[config.mk]
export PLATFORM = sky130hd
export DESIGN_NAME = vga_frame_monitor
export DESIGN_NICKNAME = d
export VERILOG_FILES = /design/src/rtl/vga_mon_pkg.sv /design/src/rtl/vga_sync_edge.sv /design/src/rtl/vga_frame_monitor.sv
export SDC_FILE = /design/constraint.sdc
export NUM_CORES = 1
export LEC_CHECK = 0
export CORE_UTILIZATION = 30
export CTS_BUF_LIST = sky130_fd_sc_hd__clkbuf_16
export DETAILED_ROUTE_END_ITERATION = 16
export HOLD_SLACK_MARGIN = 0.1
export SETUP_SLACK_MARGIN = 0.2
export SLEW_MARGIN = 20
export SYNTH_ARGS = -nofsm -noshare
export SYNTH_HDL_FRONTEND = slang
export SYNTH_SLANG_ARGS = --single-unit
[constraint.sdc]
create_clock -name clk -period 5.52 [get_ports clk]
set_input_delay 1.104 -clock clk [delete_from_list [all_inputs] [get_ports clk]]
set_output_delay 1.104 -clock clk [all_outputs]
set_load 0.1 [all_outputs]
[src/rtl/vga_mon_pkg.sv]
// Shared types for the VGA frame monitor: FSM states, timing record, sync polarity helper.
// Declarations only; no latency, no flow control.
package vga_mon_pkg;

   localparam int CNT_W_MAX = 16;

   typedef enum logic [1:0] {
      SEARCH  = 2'd0,
      MEASURE = 2'd1,
      LOCKED  = 2'd2
   } mon_state_t;

   // Counter widths up to CNT_W_MAX; narrower counters are zero-extended into it.
   typedef struct packed {
      logic [CNT_W_MAX-1:0] h_total;
      logic [CNT_W_MAX-1:0] h_active;
      logic [CNT_W_MAX-1:0] v_total;
      logic [CNT_W_MAX-1:0] v_active;
   } timing_t;

   function automatic logic sync_asserted(input logic sync_raw, input logic active_low);
      return active_low ? ~sync_raw : sync_raw;
   endfunction

endpackage

[src/rtl/vga_sync_edge.sv]
// Polarity-normalising assertion-edge detector; only pixel_en slots are sampled.
// Edge is combinational in the qualifying slot; no backpressure (sink always accepts).
module vga_sync_edge
   import vga_mon_pkg::*;
#(
   parameter bit ACTIVE_LOW = 1'b1
) (
   input  logic clk,
   input  logic reset,
   input  logic pixel_en,
   input  logic sync_raw,
   output logic sync_edge
);

   logic sync_act;
   logic prev_act;

   assign sync_act  = sync_asserted(sync_raw, ACTIVE_LOW);
   assign sync_edge = pixel_en & sync_act & ~prev_act;

   always_ff @(posedge clk) begin
      if (reset) begin
         prev_act <= 1'b0;
      end else if (pixel_en) begin
         prev_act <= sync_act;
      end
   end

endmodule

[src/rtl/vga_frame_monitor.sv]
// Measures VGA line/frame timing and a per-frame pixel checksum, and tracks timing lock.
// Results and frame_done appear 1 clk after the qualifying vs edge; no backpressure.
module vga_frame_monitor
   import vga_mon_pkg::*;
#(
   parameter int CNT_W           = 12,
   parameter int SYNC_ACTIVE_LOW = 1,
   parameter int LOCK_FRAMES     = 2,
   parameter int TIMEOUT_CYC     = 2000000
) (
   input  logic             clk,
   input  logic             reset,
   input  logic             pixel_en,
   input  logic [7:0]       vga_r,
   input  logic [7:0]       vga_g,
   input  logic [7:0]       vga_b,
   input  logic             vga_hs,
   input  logic             vga_vs,
   input  logic             vga_blank_n,
   output logic [CNT_W-1:0] h_total,
   output logic [CNT_W-1:0] h_active,
   output logic [CNT_W-1:0] v_total,
   output logic [CNT_W-1:0] v_active,
   output logic [31:0]      frame_sum,
   output logic [15:0]      frame_count,
   output logic             locked,
   output logic             frame_done,
   output logic             lost
);

   localparam int                IDLE_W    = $clog2(TIMEOUT_CYC + 1);
   localparam logic [IDLE_W-1:0] IDLE_LAST = IDLE_W'(TIMEOUT_CYC - 1);
   localparam logic [IDLE_W-1:0] IDLE_MAX  = IDLE_W'(TIMEOUT_CYC);
   localparam logic [3:0]        LOCK_N    = 4'(LOCK_FRAMES);

   function automatic logic [CNT_W-1:0] sat_inc(input logic [CNT_W-1:0] v);
      return (&v) ? v : v + CNT_W'(1);
   endfunction

   logic hs_edge;
   logic vs_edge;

   vga_sync_edge #(.ACTIVE_LOW(SYNC_ACTIVE_LOW != 0)) u_hs_edge (
      .clk       (clk),
      .reset     (reset),
      .pixel_en  (pixel_en),
      .sync_raw  (vga_hs),
      .sync_edge (hs_edge)
   );

   vga_sync_edge #(.ACTIVE_LOW(SYNC_ACTIVE_LOW != 0)) u_vs_edge (
      .clk       (clk),
      .reset     (reset),
      .pixel_en  (pixel_en),
      .sync_raw  (vga_vs),
      .sync_edge (vs_edge)
   );

   logic [CNT_W-1:0] hcnt;
   logic [CNT_W-1:0] line_act;
   logic [CNT_W-1:0] line_len;
   logic [CNT_W-1:0] h_act_acc;
   logic [CNT_W-1:0] vcnt;
   logic [CNT_W-1:0] vact;
   logic [31:0]      sum_acc;
   logic [31:0]      pix_val;
   logic [CNT_W-1:0] act_one;

   assign pix_val = vga_blank_n ? {8'h00, vga_r, vga_g, vga_b} : 32'h0;
   assign act_one = {{(CNT_W-1){1'b0}}, vga_blank_n};

   // Frame-closing view: a coincident hs edge closes its line before the frame closes.
   logic [CNT_W-1:0] line_len_c;
   logic [CNT_W-1:0] h_act_c;
   logic [CNT_W-1:0] vcnt_c;
   logic [CNT_W-1:0] vact_c;

   always_comb begin
      line_len_c = line_len;
      h_act_c    = h_act_acc;
      vcnt_c     = vcnt;
      vact_c     = vact;
      if (hs_edge) begin
         line_len_c = hcnt;
         vcnt_c     = sat_inc(vcnt);
         if (line_act != '0) begin
            h_act_c = line_act;
            vact_c  = sat_inc(vact);
         end
      end
   end

   // The slot carrying an edge is the first slot of the new line/frame.
   always_ff @(posedge clk) begin
      if (reset) begin
         hcnt      <= '0;
         line_act  <= '0;
         line_len  <= '0;
         h_act_acc <= '0;
         vcnt      <= '0;
         vact      <= '0;
         sum_acc   <= '0;
      end else if (pixel_en) begin
         hcnt     <= hs_edge ? CNT_W'(1) : sat_inc(hcnt);
         line_len <= line_len_c;
         if (hs_edge) begin
            line_act <= act_one;
         end else if (vga_blank_n) begin
            line_act <= sat_inc(line_act);
         end
         if (vs_edge) begin
            h_act_acc <= '0;
            vcnt      <= '0;
            vact      <= '0;
            sum_acc   <= pix_val;
         end else begin
            h_act_acc <= h_act_c;
            vcnt      <= vcnt_c;
            vact      <= vact_c;
            sum_acc   <= sum_acc + pix_val;
         end
      end
   end

   logic [IDLE_W-1:0] idle_cnt;
   logic              timeout;

   always_ff @(posedge clk) begin
      if (reset) begin
         idle_cnt <= '0;
      end else if (pixel_en) begin
         if (vs_edge) begin
            idle_cnt <= '0;
         end else if (idle_cnt != IDLE_MAX) begin
            idle_cnt <= idle_cnt + IDLE_W'(1);
         end
      end
   end

   assign timeout = pixel_en & ~vs_edge & (idle_cnt == IDLE_LAST);

   timing_t new_t;
   timing_t prev_t;
   logic    match;

   always_comb begin
      new_t           = '0;
      prev_t          = '0;
      new_t.h_total   = CNT_W_MAX'(line_len_c);
      new_t.h_active  = CNT_W_MAX'(h_act_c);
      new_t.v_total   = CNT_W_MAX'(vcnt_c);
      new_t.v_active  = CNT_W_MAX'(vact_c);
      prev_t.h_total  = CNT_W_MAX'(h_total);
      prev_t.h_active = CNT_W_MAX'(h_active);
      prev_t.v_total  = CNT_W_MAX'(v_total);
      prev_t.v_active = CNT_W_MAX'(v_active);
   end

   assign match = (new_t == prev_t);

   mon_state_t state;
   mon_state_t state_nxt;
   logic [3:0] match_cnt;
   logic [3:0] match_inc;
   logic [3:0] match_cnt_nxt;
   logic       load_frame;
   logic       lost_nxt;

   assign match_inc = (&match_cnt) ? match_cnt : match_cnt + 4'd1;

   always_ff @(posedge clk) begin
      if (reset) begin
         state <= SEARCH;
      end else begin
         state <= state_nxt;
      end
   end

   always_comb begin
      state_nxt = state;
      case (state)
         SEARCH: begin
            if (vs_edge) state_nxt = MEASURE;
         end
         MEASURE: begin
            if (timeout) begin
               state_nxt = SEARCH;
            end else if (vs_edge && match && (match_inc >= LOCK_N)) begin
               state_nxt = LOCKED;
            end
         end
         LOCKED: begin
            if (timeout) begin
               state_nxt = SEARCH;
            end else if (vs_edge && !match) begin
               state_nxt = MEASURE;
            end
         end
         default: state_nxt = SEARCH;
      endcase
   end

   always_comb begin
      load_frame    = 1'b0;
      lost_nxt      = 1'b0;
      match_cnt_nxt = match_cnt;
      case (state)
         SEARCH: begin
            if (vs_edge) match_cnt_nxt = '0;
         end
         MEASURE, LOCKED: begin
            if (timeout) begin
               match_cnt_nxt = '0;
               lost_nxt      = (state == LOCKED);
            end else if (vs_edge) begin
               load_frame    = 1'b1;
               match_cnt_nxt = match ? match_inc : 4'd0;
               lost_nxt      = (state == LOCKED) & ~match;
            end
         end
         default: ;
      endcase
   end

   always_ff @(posedge clk) begin
      if (reset) begin
         h_total     <= '0;
         h_active    <= '0;
         v_total     <= '0;
         v_active    <= '0;
         frame_sum   <= '0;
         frame_count <= '0;
         locked      <= 1'b0;
         frame_done  <= 1'b0;
         lost        <= 1'b0;
         match_cnt   <= '0;
      end else begin
         frame_done <= load_frame;
         lost       <= lost_nxt;
         locked     <= (state_nxt == LOCKED);
         match_cnt  <= match_cnt_nxt;
         if (load_frame) begin
            h_total     <= line_len_c;
            h_active    <= h_act_c;
            v_total     <= vcnt_c;
            v_active    <= vact_c;
            frame_sum   <= sum_acc;
            frame_count <= frame_count + 16'd1;
         end
      end
   end

endmodule

* After elaboration in Yosys (flattened, before gate mapping)
Index checks and enable logic that the tools add are counted.
** Storage, ports and cells
- Bits in registers :: 232
- Bits in latches :: 0
- Bits in writable memories :: 0
- Memory bits (read-only) :: 0
- Input port bits :: 30
- Word-level logic and storage cells :: 111
- Memories kept :: 0
** Cells by class
- Add/sub/neg operators :: 8
- $mul :: 0
- Divide/modulo/power cells :: 0
- Magnitude comparators :: 1
- Equal/unequal tests :: 10
- Shifts and indexed selects :: 0
- Muxes and demuxes :: 37
- Bitwise gates (word level) :: 14
- Reduce and logical (&&, ||, !) cells :: 20
** Operators with widths (number)
- two-way mux 12 bit :: 16
- adder 12 x 1 -> 12 bit, second input constant :: 4
- == test 48 bit :: 1
- AND reduction 12 bit :: 4
- two-way mux 21 bit :: 2
- adder 32 x 24 -> 32 bit :: 1
- two-way mux 32 bit :: 1
- two-way mux 24 bit :: 1
- adder 21 x 1 -> 21 bit, second input constant :: 1
- == test 21 bit, second input constant :: 1
- != test 21 bit, second input constant :: 1
- two-way mux 4 bit :: 5
- adder 16 x 1 -> 16 bit, second input constant :: 1
- nonzero test 12 bit :: 1
- two-way mux 2 bit :: 5
- one-hot mux 4 bit (2 select lines) :: 1
- AND 1 bit :: 7
- inverter 1 bit :: 7
- != test 2 bit, second input constant :: 3
- one-hot mux 2 bit (3 select lines) :: 1
- AND reduction 3 bit :: 2
- nonzero test 2 bit :: 3
- two-way mux 1 bit :: 5
- adder 4 x 1 -> 4 bit, second input constant :: 1
- 10 further kinds :: 15

* Longest topological paths before layout
Gate-level depths: netlist of the first run.
- Word-level depth :: 11
- Gate-level depth with buffers :: 15

* Modules after synthesis
A second synthesis of the first run with hierarchy kept.
** Second synthesis, totals
- Cells, all modules :: 1641
- Area total of the unflattened synthesis :: 12956.2 µm²
** By module, submodules not included
- vga_frame_monitor :: instances 1, cells an instance 1633, area an instance 12878.6 µm², sequential area each 4604.4 µm²
- vga_sync_edge :: instances 2, cells an instance 4, area an instance 38.8 µm², sequential area each 20.0 µm²

* Least setup slack after synthesis of the first run
No wires, ideal clock.
- Path type :: in2reg
- Start :: in vga_blank_n
- End :: reg sum_acc[31]
- Arrival :: 3.968 ns
- Required time :: 5.392 ns
- Slack :: 1.424 ns
- Cell stages on the path :: 14
- Cells stage by stage :: clkbuf_1 and2_1 ha_1 clkbuf_1 a41oi_1 o21ai_0 a31o_2 a2111oi_0 o311a_1 o21ai_0 a31oi_1 nor3b_1 xnor2_1 nor2_1
** On the way
- Cells in the longest elaborated chain, start to end :: 3
** RTL lines
- from (decl) :: line vga_frame_monitor.sv:19 : input logic vga_blank_n,
- two-way mux 24 bit :: line vga_frame_monitor.sv:69 : assign pix_val = vga_blank_n ? {8'h00, vga_r, vga_g, vga_b} : 32'h0;
- adder 32 x 24 -> 32 bit :: line vga_frame_monitor.sv:120 : sum_acc <= sum_acc + pix_val;
- two-way mux 32 bit :: line vga_frame_monitor.sv:111 : if (vs_edge) begin
- to (signal assigned) :: line vga_frame_monitor.sv:115 : sum_acc <= pix_val;
- to (signal assigned) :: line vga_frame_monitor.sv:120
- to (decl) :: line vga_frame_monitor.sv:65 : logic [31:0] sum_acc;
Every way passes these cells.
A chain may end at the register's enable or synchronous reset.

* Worst setup path in the final report of the first run
- Start :: in vga_hs
- End :: reg match_cnt[0]
** On the way
- Cells in the longest elaborated chain, start to end :: 9
- Elaborated cells between the ends (all ways) :: 12
** RTL lines
- from (decl) :: line vga_frame_monitor.sv:17 : input logic vga_hs,
- inverter 1 bit (*) :: line vga_mon_pkg.sv:22 : return active_low ? ~sync_raw : sync_raw;
- AND 1 bit (*) (2 in series) :: line vga_sync_edge.sv:19 : assign sync_edge = pixel_en & sync_act & ~prev_act;
- two-way mux 12 bit :: line vga_frame_monitor.sv:83 : if (hs_edge) begin
- == test 48 bit (*) :: line vga_frame_monitor.sv:159 : assign match = (new_t == prev_t);
- two-way mux 4 bit (*) :: line vga_frame_monitor.sv:217 : match_cnt_nxt = match ? match_inc : 4'd0;
- two-way mux 4 bit (*) :: line vga_frame_monitor.sv:215 : end else if (vs_edge) begin
- two-way mux 4 bit (*) :: line vga_frame_monitor.sv:212 : if (timeout) begin
- one-hot mux 4 bit (2 select lines) (*) :: line vga_frame_monitor.sv:207 : case (state)
- to (signal assigned) :: line vga_frame_monitor.sv:241 : match_cnt <= match_cnt_nxt;
- to (decl) :: line vga_frame_monitor.sv:163 : logic [3:0] match_cnt;
Mark *: on every way between the ends. The rest lies on a longest branch, timed or not. The select of a mux whose other input is x is not followed.

==> impl_metrics.csv, run 1 <==
group,metric,value,unit
floorplan,die_x,203,um
global_route,grt_util_all_layers,0.161,
power_and_ir_drop,power.density,269,mW/mm^2
floorplan,rows,73,
sta,slew_headroom,0.256,
synthesis,synth-edff-count,0,
synthesis,yosys.area.top_type_share,0.383,
sta,tightest_slew,1.11,ns
cells_and_area,drive_gt1_frac,0.0533,
synthesis,ys.flop_type,"dfxtp_1",
sta,finalCritPeriodShare,0.798,
cells_and_area,num-nets-final,1663,
floorplan,fp.dieH,203,um
detailed_routing,wirelength,33600,um
cts,cts_num_sinks,232,
hold_path,min_path_type,"register to register",
synthesis,synth-seq-cells,232,
synthesis,async_flop_share,0,
synthesis,syn-num-nets,1578,
status,status,"complete, no violations",
cts,cts_hold_buf,0,
synthesis,yosys_warnings,0,
synthesis,syn-mean-instance-area,8.03,um^2
cells_and_area,diodes,0,
critical_path,required,6.00,ns
detailed_routing,drt-wirelength-per-cell,15.7,um
cells_and_area,fillers,4183,
detailed_routing,dr_wl_met2,15400,um
cts,clk_latency,0.56,ns
cells_and_area,area_growth_syn_to_layout,21.5,%
power_and_ir_drop,p_leak,5.10,nW
global_route,antenna_found_initial,0,
global_route,grt_pass1_vias,10300,
synthesis,synth.area.top_cells,"dfxtp_1, nor2_1, nand2_1",
power_and_ir_drop,peakVddDrop,229,uV
placement,port_buffers,128,
sta,drv_slew,0,
global_route,grt_max_degree,82,
critical_path,setup.worst_path.start_class,"primary input",
critical_path,r2r_slack,1.80,ns
placement,dp_hpwl,23900,um
floorplan,die-area,0.0412,mm^2
critical_path,cpMostUsedCell,"nor4_1",
cts,post_cts_buffers,0,
critical_path,path_class,"primary input to register",
detailed_routing,met1_length,15700,um
detailed_routing,vias,10800,
detailed_routing,drtAntennaViolNets,0,
critical_path,critical_path.cell_chain,"clkdlybuf4s50_1, or3b_1, nor4_2, nor3b_1, a2111oi_0, o311ai_0, nor4_1, nand4_1, nor4_1, nor2_1, a211oi_2",
global_route,grt_pass1_wl,54300,um
cells_and_area,register_area,0.00464,mm^2
cells_and_area,multi_input_area,0.00702,mm^2
cts,post_cts_resize_count,0,
critical_path,crit_family,"simple AND/OR/NAND/NOR gates",
placement,gp_congestion,0.922,
cts,numCtsBuffers,28,
synthesis,ys_seq_area_frac,0.383,
sta,rsz0062_at_grt,"no",
sta,setup-violations-final,0,
floorplan,ioPinCount,129,
critical_path,endpoint_kind,"register",
detailed_routing,wl_met3,1730,um
global_route,gr-total-overflow,0,
job,maxCapViolCount,0,
detailed_routing,firstDrtPassIters,5,
cts,clkSlewWorstSetupHoldPaths,0.06,ns
floorplan,design.core.area,0.0398,mm^2
cts,cts_root_buffer,"clkbuf_16",
sta,setup_tns,0,ns
sta,hold_ws,0.454,ns
critical_path,cp_slowest_cell,"or3b_1",
sta,layout_min_cycle_time,4.41,ns
critical_path,arrival,4.89,ns
synthesis,netlist_area,0.0121,mm^2
sta,clock_skew,0.0181,ns
detailed_routing,drt-initial-drc-count,726,
detailed_routing,top_layer_used,"met4",
detailed_routing,route.detailed.drc,0,
synthesis,yosysUniqueCellTypes,78,
critical_path,crit_fanout,13,
cts,htree_levels,1,
synthesis,synth_area_leader_cell,"dfxtp_1",
floorplan,initial_core_util,0.304,
critical_path,critical_path.max_stage_delay,0.66,ns
detailed_routing,vias_per_cell,5.07,
sta,finalHoldViolCount,0,
synthesis,syn_inst,1509,
cts,cts_buffer_depth,3,
critical_path,cp.buffers_inverters,1,
sta,max_freq,227,MHz
cts,cts_tree,"yes",
-- power breakdown --
| group | internal, W | switching, W | total, W |
|---|---|---|---|
| Combinational | 0.000158 | 0.000276 | 0.000434 |
| Sequential | 0.00171 | 0.0000345 | 0.00174 |
| Clock | 0.00104 | 0.000747 | 0.00179 |
| Total | 0.00290 | 0.00106 | 0.00396 |
-- registers in the layout (all words and copies together), names as in the netlist, 2 cells and up --
name         cells
idle_cnt        21
frame_sum       32
line_len        12
v_total         12
line_act        12
hcnt            12
v_active        12
state            2
sum_acc         32
h_total         12
vact            12
frame_count     16
vcnt            12
h_act_acc       12
h_active        12
match_cnt        4
-- path summary, 6_finish.rpt --
check	startpoint	endpoint	cells after the start
min	frame_sum[1]	frame_sum[1]	2
min reg2reg	frame_sum[1]	frame_sum[1]	2
max reg2reg	u_hs_edge.prev_act	match_cnt[0]	10
max	vga_hs	match_cnt[0]	11
-- through the flow --
stage	instances	setup slack, ns	util	area, um^2	total power (W)
2_1_floorplan	1509	1.42	-	12100	0.00209
3_3_place_gp	2089	0.602	0.347	13800	0.00221
3_5_place_dp	2089	0.532	0.347	13800	0.00221
4_1_cts	2139	1.10	0.370	14700	0.00401
5_1_grt	2139	0.732	0.370	14700	0.00413
6_report	2139	1.11	0.370	14700	0.00396
-- routing by layer --
metal | GRT usage | vias up
met2 | 0.264 | 272
met4 | 0.0397 | 0
met3 | 0.0254 | 51
met5 | 0 | -
met1 | 0.220 | 5033
li1 | - | 5482
-- kinds of logic (layout without fill, tap and decap cells) --
group                      after synthesis  after routing  share of synthesized area
AOI/OAI and AO/OA                      307            307                      0.168
xor gates and xnor gates               118            118                     0.0853
adders and majority gates               39             39                     0.0409
buffers and inverters                  121            226                     0.0387
DFF                                    232            232                      0.383
muxes                                   25             25                     0.0209
and+or+nand+nor                        667            667                      0.263
-- worst reg2reg max path, stage by stage (launching register included) --
cell and delay (ns):
dfxtp_1 0.32, or3b_1 0.67, nor4_2 0.49, nor3b_1 0.08, a2111oi_0 0.55, o311ai_0 0.25, nor4_1 0.31, nand4_1 0.29
nor4_1 0.38, nor2_1 0.10, a211oi_2 0.21
-- synth_stat cells (all sizes together) (16+ instances only) --
| cell type | count |
|---|---|
| o21ai | 38 |
| nand2 | 171 |
| nor2 | 234 |
| inv | 36 |
| nand4 | 32 |
| and2 | 33 |
| xor2 | 61 |
| nor3 | 34 |
| nand2b | 18 |
| xnor2 | 57 |
| dfxtp | 232 |
| nor4 | 17 |
| or3 | 16 |
| a211oi | 50 |
| clkbuf | 70 |
| nand3 | 49 |
| mux2i | 23 |
| ha | 38 |
| a21oi | 108 |
-- final cells by class --
| cell class | count | area share |
|---|---|---|
| clock buffers | 29 | 0.0493 |
| clock inverters | 21 | 0.0110 |
| inverters | 36 | 0.00918 |
| multi-input cells | 1156 | 0.477 |
| well taps | 525 | 0.0446 |
| repair buffers | 140 | 0.0935 |
| flip-flops and latches | 232 | 0.315 |
-- placed cells by master (no fill, tap or decap), drive strengths merged, types with 16 or more instances in the layout --
master / instances
xnor2: 57
mux2i: 23
or3: 16
ha: 38
nand4: 32
nor4: 17
clkbuf: 29
nor3: 34
nand2b: 18
a21oi: 108
nand3: 49
nor2: 234
o21ai: 38
nand2: 171
xor2: 61
dfxtp: 232
a211oi: 50
clkdlybuf4s50: 126
inv: 38
and2: 33
Note: power is estimated with default switching activity, not from simulation.
==> run 2: changes to the inputs <==
==> constraint.sdc (replaced) <==
create_clock -name clk -period 3.6 [get_ports clk]
set_input_delay 0.72 -clock clk [delete_from_list [all_inputs] [get_ports clk]]
set_output_delay 0.72 -clock clk [all_outputs]
set_load 0.1 [all_outputs]
==> impl_metrics.csv, run 2 (synthesized netlist as in run 1, its figures left out) <==
group,metric,value,unit
status,status,"complete, no violations",
floorplan,ioPinCount,129,
cells_and_area,area_growth_syn_to_layout,34.3,%
placement,port_buffers,128,
global_route,grt_util_all_layers,0.175,
detailed_routing,vias_per_cell,5.01,
placement,dp_hpwl,26600,um
cts,cts_hold_buf,0,
cells_and_area,drive_gt1_frac,0.181,
critical_path,crit_fanout,5,
cts,numCtsBuffers,28,
sta,clock_skew,0.0235,ns
critical_path,critical_path.cell_chain,"inv_1, ha_2, nor4b_4, buf_4, a31oi_4, buf_6, o21a_1, or2_1, o211a_1, a2111oi_4, nand4_1, buf_6, nor3_4, a21oi_1, a211oi_2",
sta,finalCritPeriodShare,0.908,
detailed_routing,firstDrtPassIters,5,
job,maxCapViolCount,0,
sta,layout_min_cycle_time,3.27,ns
cells_and_area,diodes,0,
detailed_routing,drt-initial-drc-count,534,
critical_path,cp_slowest_cell,"nor4b_4",
detailed_routing,drt-wirelength-per-cell,16.2,um
sta,fin_ws,0.333,ns
placement,place_ws,-0.719,ns
sta,max_freq,306,MHz
floorplan,die-area,0.0412,mm^2
cells_and_area,final_common_cell,"nor2_1",
sta,tightest_slew,1.02,ns
global_route,grt_pass1_vias,10900,
critical_path,critical_path.max_stage_delay,0.39,ns
sta,setup-violations-final,0,
power_and_ir_drop,p_leak,6.11,nW
critical_path,setup.worst_path.start_class,"register",
critical_path,crit_family,"compound AO/OA/AOI/OAI gates",
global_route,grt_pass1_wl,58600,um
cts,clk_latency,0.56,ns
power_and_ir_drop,peakVddDrop,309,uV
floorplan,initial_core_util,0.304,
cts,clkSlewWorstSetupHoldPaths,0.06,ns
cts,cts_num_sinks,232,
detailed_routing,vias,11400,
cts,cts_root_buffer,"clkbuf_16",
floorplan,die_x,203,um
critical_path,required,4.08,ns
critical_path,endpoint_kind,"register",
cells_and_area,final_cell_mix,"nor2_1, dfxtp_1, buf_4",
power_and_ir_drop,power.density,398,mW/mm^2
hold_path,min_path_type,"register to register",
detailed_routing,wirelength,37000,um
cts,htree_levels,1,
critical_path,arrival,3.75,ns
sta,hold_ws,0.451,ns
sta,drv_slew,0,
floorplan,rows,73,
sta,rsz0062_at_grt,"yes",
cells_and_area,reg_top3,"frame_sum x32, sum_acc x32, idle_cnt x21",
detailed_routing,drtAntennaViolNets,0,
floorplan,design.core.area,0.0398,mm^2
detailed_routing,route.detailed.drc,0,
critical_path,path_class,"register to register",
global_route,antenna_found_initial,2,
sta,slew_headroom,0.320,
placement,gp_congestion,0.903,
sta,finalHoldViolCount,0,
global_route,gr-total-overflow,0,
cells_and_area,num-nets-final,1813,
critical_path,cp.buffers_inverters,4,
floorplan,fp.dieH,203,um
critical_path,cpMostUsedCell,"buf_6",
cts,cts_tree,"yes",
cts,cts_buffer_depth,3,
global_route,grt_max_degree,99,
==> run 2: cell types whose count changed in the layout (fill, tap and decap cells not counted), moves of 6 or more <==
cell | before | now
buf_4 | 12 | 190
ha_1 | 38 | 31
clkinvlp_4 | 6 | 0
clkdlybuf4s50_1 | 126 | 85
nor4_1 | 13 | 7
==> run 2: layer usage <==
metal	up-vias	wire (um)	track usage
met2	226	17300	0.295
li1	5783	-	-
met4	2	795	0.0510
met1	5387	17200	0.231
met3	50	1590	0.0241
met5	-	13	0
==> run 2: layout make-up <==
class	instances	area (um^2)
Fill cell	3999	23600
Multi-Input combinational cell	1157	7400
Sequential cell	232	4640
Timing Repair Buffer	289	2480
Clock buffer	29	726
Tap cell	525	657
Clock inverter	18	228
Inverter	36	135
==> run 2: repair_timing <==
action	4_1_cts	5_1_grt
pin swaps	9	26
setup endpoints to repair	20	23
cloned	1	0
resized for setup	31	36
buffers inserted	5	5
==> run 2: final timing paths <==
path                      from           end  slack [ns]  depth (start not counted)
setup reg to reg   line_act[1]  match_cnt[0]        0.33                         15
setup / recovery   line_act[1]  match_cnt[0]        0.33                         15
hold reg to reg   frame_sum[1]  frame_sum[1]        0.45                          2
hold / removal    frame_sum[1]  frame_sum[1]        0.45                          2
==> run 2: through the flow <==
stage,utilization,cell area [um^2],std cells,power (W),TNS (ns)
final,0.409,16300,2286,0.00648,0
after global routing,0.409,16300,2286,0.00674,0
after CTS,0.403,16100,2281,0.00655,0
after detailed placement,0.374,14900,2228,0.00350,-12.07
after global placement,0.374,14900,2228,0.00349,-10.39
after floorplan,-,12200,1509,0.00321,0
==> run 2: power by group <==
part	internal (W)	switching (W)
sequential	0.00261	0.0000542
combinational	0.000354	0.000479
clock	0.00186	0.00111
==> run 2: worst register-to-register path: cells and delay by family, from the launching register on <==
family	cells	cell delay [ns]
and+or+nand+nor	4	1.00
AOI/OAI and AO/OA	6	1.08
adders and majority gates	1	0.18
DFF	1	0.31
buffers and inverters	4	0.62
==> run 3: changes to the inputs <==
==> constraint.sdc (replaced) <==
create_clock -name clk -period 3.9 [get_ports clk]
set_input_delay 0.78 -clock clk [delete_from_list [all_inputs] [get_ports clk]]
set_output_delay 0.78 -clock clk [all_outputs]
set_load 0.1 [all_outputs]
==> impl_metrics.csv, run 3 (synthesized netlist as in run 1, its figures left out) <==
group,metric,value,unit
status,status,"complete, no violations",
sta,max_freq,280,MHz
critical_path,crit_family,"simple AND/OR/NAND/NOR gates",
hold_path,min_from,"frame_sum[1]",
power_and_ir_drop,p_switching,0.00152,W
global_route,grt_pass1_vias,10800,
critical_path,critical_path.max_stage_delay,0.44,ns
hold_path,min_path_cells,2,
cells_and_area,register_area,0.00464,mm^2
cts,cts_buffer_depth,3,
cells_and_area,reg_top3,"frame_sum x32, sum_acc x32, idle_cnt x21",
floorplan,rows,73,
cells_and_area,final_core_util,0.393,
critical_path,reg2reg_from,"line_act[0]",
detailed_routing,vias,11300,
cells_and_area,final_cell_mix,"nor2_1, dfxtp_1, nand2_1",
critical_path,critical_path.cell_chain,"clkdlybuf4s50_1, or3b_4, buf_4, nor4_1, buf_4, o32ai_1, a31oi_1, nand4_1, nor4_2, nand4_2, buf_4, nor4_2, nor2_1, a211oi_2",
floorplan,ioPinCount,129,
power_and_ir_drop,p_comb_frac,0.125,
cells_and_area,diodes,0,
critical_path,startpoint,"vga_hs",
detailed_routing,met1_length,16600,um
sta,tightest_slew,1.14,ns
critical_path,cp_slowest_cell,"or3b_4",
critical_path,cp.buffers_inverters,4,
power_and_ir_drop,power.total,0.00570,W
cts,clk_latency,0.55,ns
cells_and_area,area_growth_syn_to_layout,29.2,%
detailed_routing,firstDrtPassIters,5,
power_and_ir_drop,p_seq_frac,0.432,
critical_path,cpMostUsedCell,"buf_4",
critical_path,required,4.37,ns
global_route,grt_max_degree,72,
detailed_routing,drt-wirelength-per-cell,15.8,um
cells_and_area,num-nets-final,1768,
placement,gp_congestion,0.888,
detailed_routing,dr_wl_met2,16400,um
detailed_routing,vias_per_cell,5.04,
critical_path,crit_fanout,10,
power_and_ir_drop,peakVddDrop,264,uV
cts,cts_hold_buf,0,
critical_path,arrival,4.04,ns
placement,dp_hpwl,26200,um
cells_and_area,multi_input_area,0.00712,mm^2
cts,clkSlewWorstSetupHoldPaths,0.06,ns
global_route,antenna_found_initial,1,
cells_and_area,final_common_cell,"nor2_1",
power_and_ir_drop,p_clk_frac,0.442,
cts,cts_num_sinks,232,
floorplan,die_x,203,um
sta,rsz0062_at_grt,"no",
cells_and_area,fillers,4063,
power_and_ir_drop,switching_share,0.268,
sta,finalCritPeriodShare,0.914,
sta,slew_headroom,0.235,
detailed_routing,wirelength,35400,um
placement,dpl.cell_count,2194,
cts,cts_tree,"yes",
sta,finalHoldViolCount,0,
power_and_ir_drop,p_leak,5.68,nW
global_route,grt_pass1_wl,56800,um
sta,drv_slew,0,
placement,place_ws,-0.364,ns
job,maxCapViolCount,0,
global_route,grt_util_all_layers,0.169,
floorplan,design.core.area,0.0398,mm^2
critical_path,r2r_slack,0.47,ns
floorplan,fp.dieH,203,um
global_route,gr-total-overflow,0,
critical_path,worstReg2RegEnd,"match_cnt[0]",
floorplan,initial_core_util,0.304,
sta,clock_skew,0.0193,ns
cts,htree_levels,1,
detailed_routing,drt-initial-drc-count,627,
cells_and_area,finalNonFillerCells,2242,
detailed_routing,drtAntennaViolNets,0,
floorplan,die-area,0.0412,mm^2
hold_path,hold_end,"frame_sum[1]",
placement,port_buffers,128,
critical_path,path_depth,14,
sta,setup-violations-final,0,
hold_path,min_path_type,"register to register",
power_and_ir_drop,internal_power,0.00417,W
detailed_routing,wl_met3,1640,um
cts,numCtsBuffers,27,
critical_path,path_class,"primary input to register",
cts,cts_root_buffer,"clkbuf_16",
sta,setup_tns,0,ns
critical_path,r2r_cells,14,
detailed_routing,top_layer_used,"met5",
detailed_routing,route.detailed.drc,0,
sta,layout_min_cycle_time,3.57,ns
power_and_ir_drop,power.density,364,mW/mm^2
sta,fin_ws,0.334,ns
critical_path,setup.worst_path.start_class,"primary input",
critical_path,endpoint_kind,"register",
cells_and_area,drive_gt1_frac,0.121,
## run 3: cell types whose count changed in the layout (fill, tap and decap cells not counted), moves of 3 or more
cell	delta
clkinv_4	+3
and2_1	+4
and2_4	-4
nor3_1	+3
bufinv_16	-3
buf_6	-5
inv_6	+4
ha_1	+6
nor4_4	-3
ha_4	-5
nor4_1	+3
clkdlybuf4s50_1	+40
buf_4	-76
## run 3: worst max path at each step
stage / endpoint / slack, ns
after floorplan: sum_acc[31] / 0.28
after global placement: state[0] / -0.28
after detailed placement: match_cnt[0] / -0.36
after CTS: match_cnt[0] / 0.22
after global routing: match_cnt[0] / 0.17
final: match_cnt[0] / 0.33
## run 3: final cells by class
class / count / share of cell area
clock buffers: 27 / 0.0431
clock inverters: 20 / 0.0125
inverters: 36 / 0.00863
multi-input cells: 1156 / 0.455
flip-flops and latches: 232 / 0.297
well taps: 525 / 0.0419
repair buffers: 246 / 0.143
## run 3: metrics by stage
| step | area, um^2 | hold slack [ns] |
|---|---|---|
| CTS | 15600 | 0.458 |
| detailed placement | 14700 | 0.449 |
| global placement | 14700 | 0.445 |
| finish | 15700 | 0.454 |
| floorplan | 12100 | 0.444 |
| global route | 15700 | 0.484 |
## run 3: tightest hold or removal path, delay by kind of cell, from the launching register on
kind             cells  cell delay, ns
AO/OA/AOI/OAI        1            0.05
flip-flops           1            0.31
AND/OR/NAND/NOR      1            0.05
## run 3: power groups by stage
| stage | combinational, W | clock, W | sequential, W |
|---|---|---|---|
| floorplan | 0.000384 | 0 | 0.00258 |
| global placement | 0.000687 | 0 | 0.00251 |
| detailed placement | 0.000696 | 0 | 0.00251 |
| CTS | 0.000699 | 0.00260 | 0.00246 |
| global route | 0.000779 | 0.00271 | 0.00247 |
| finish | 0.000713 | 0.00252 | 0.00246 |
## run 3: timing repair
action                                  4_1_cts  5_1_grt
gates resized for setup                       0       21
endpoints found under the setup margin        0       18
buffers inserted                              0        1
## run 3: layer usage
metal	global-route usage	vias to the layer above
li1	-	5677
met4	0.0376	2
met2	0.285	220
met5	0	-
met1	0.222	5343
met3	0.0318	50
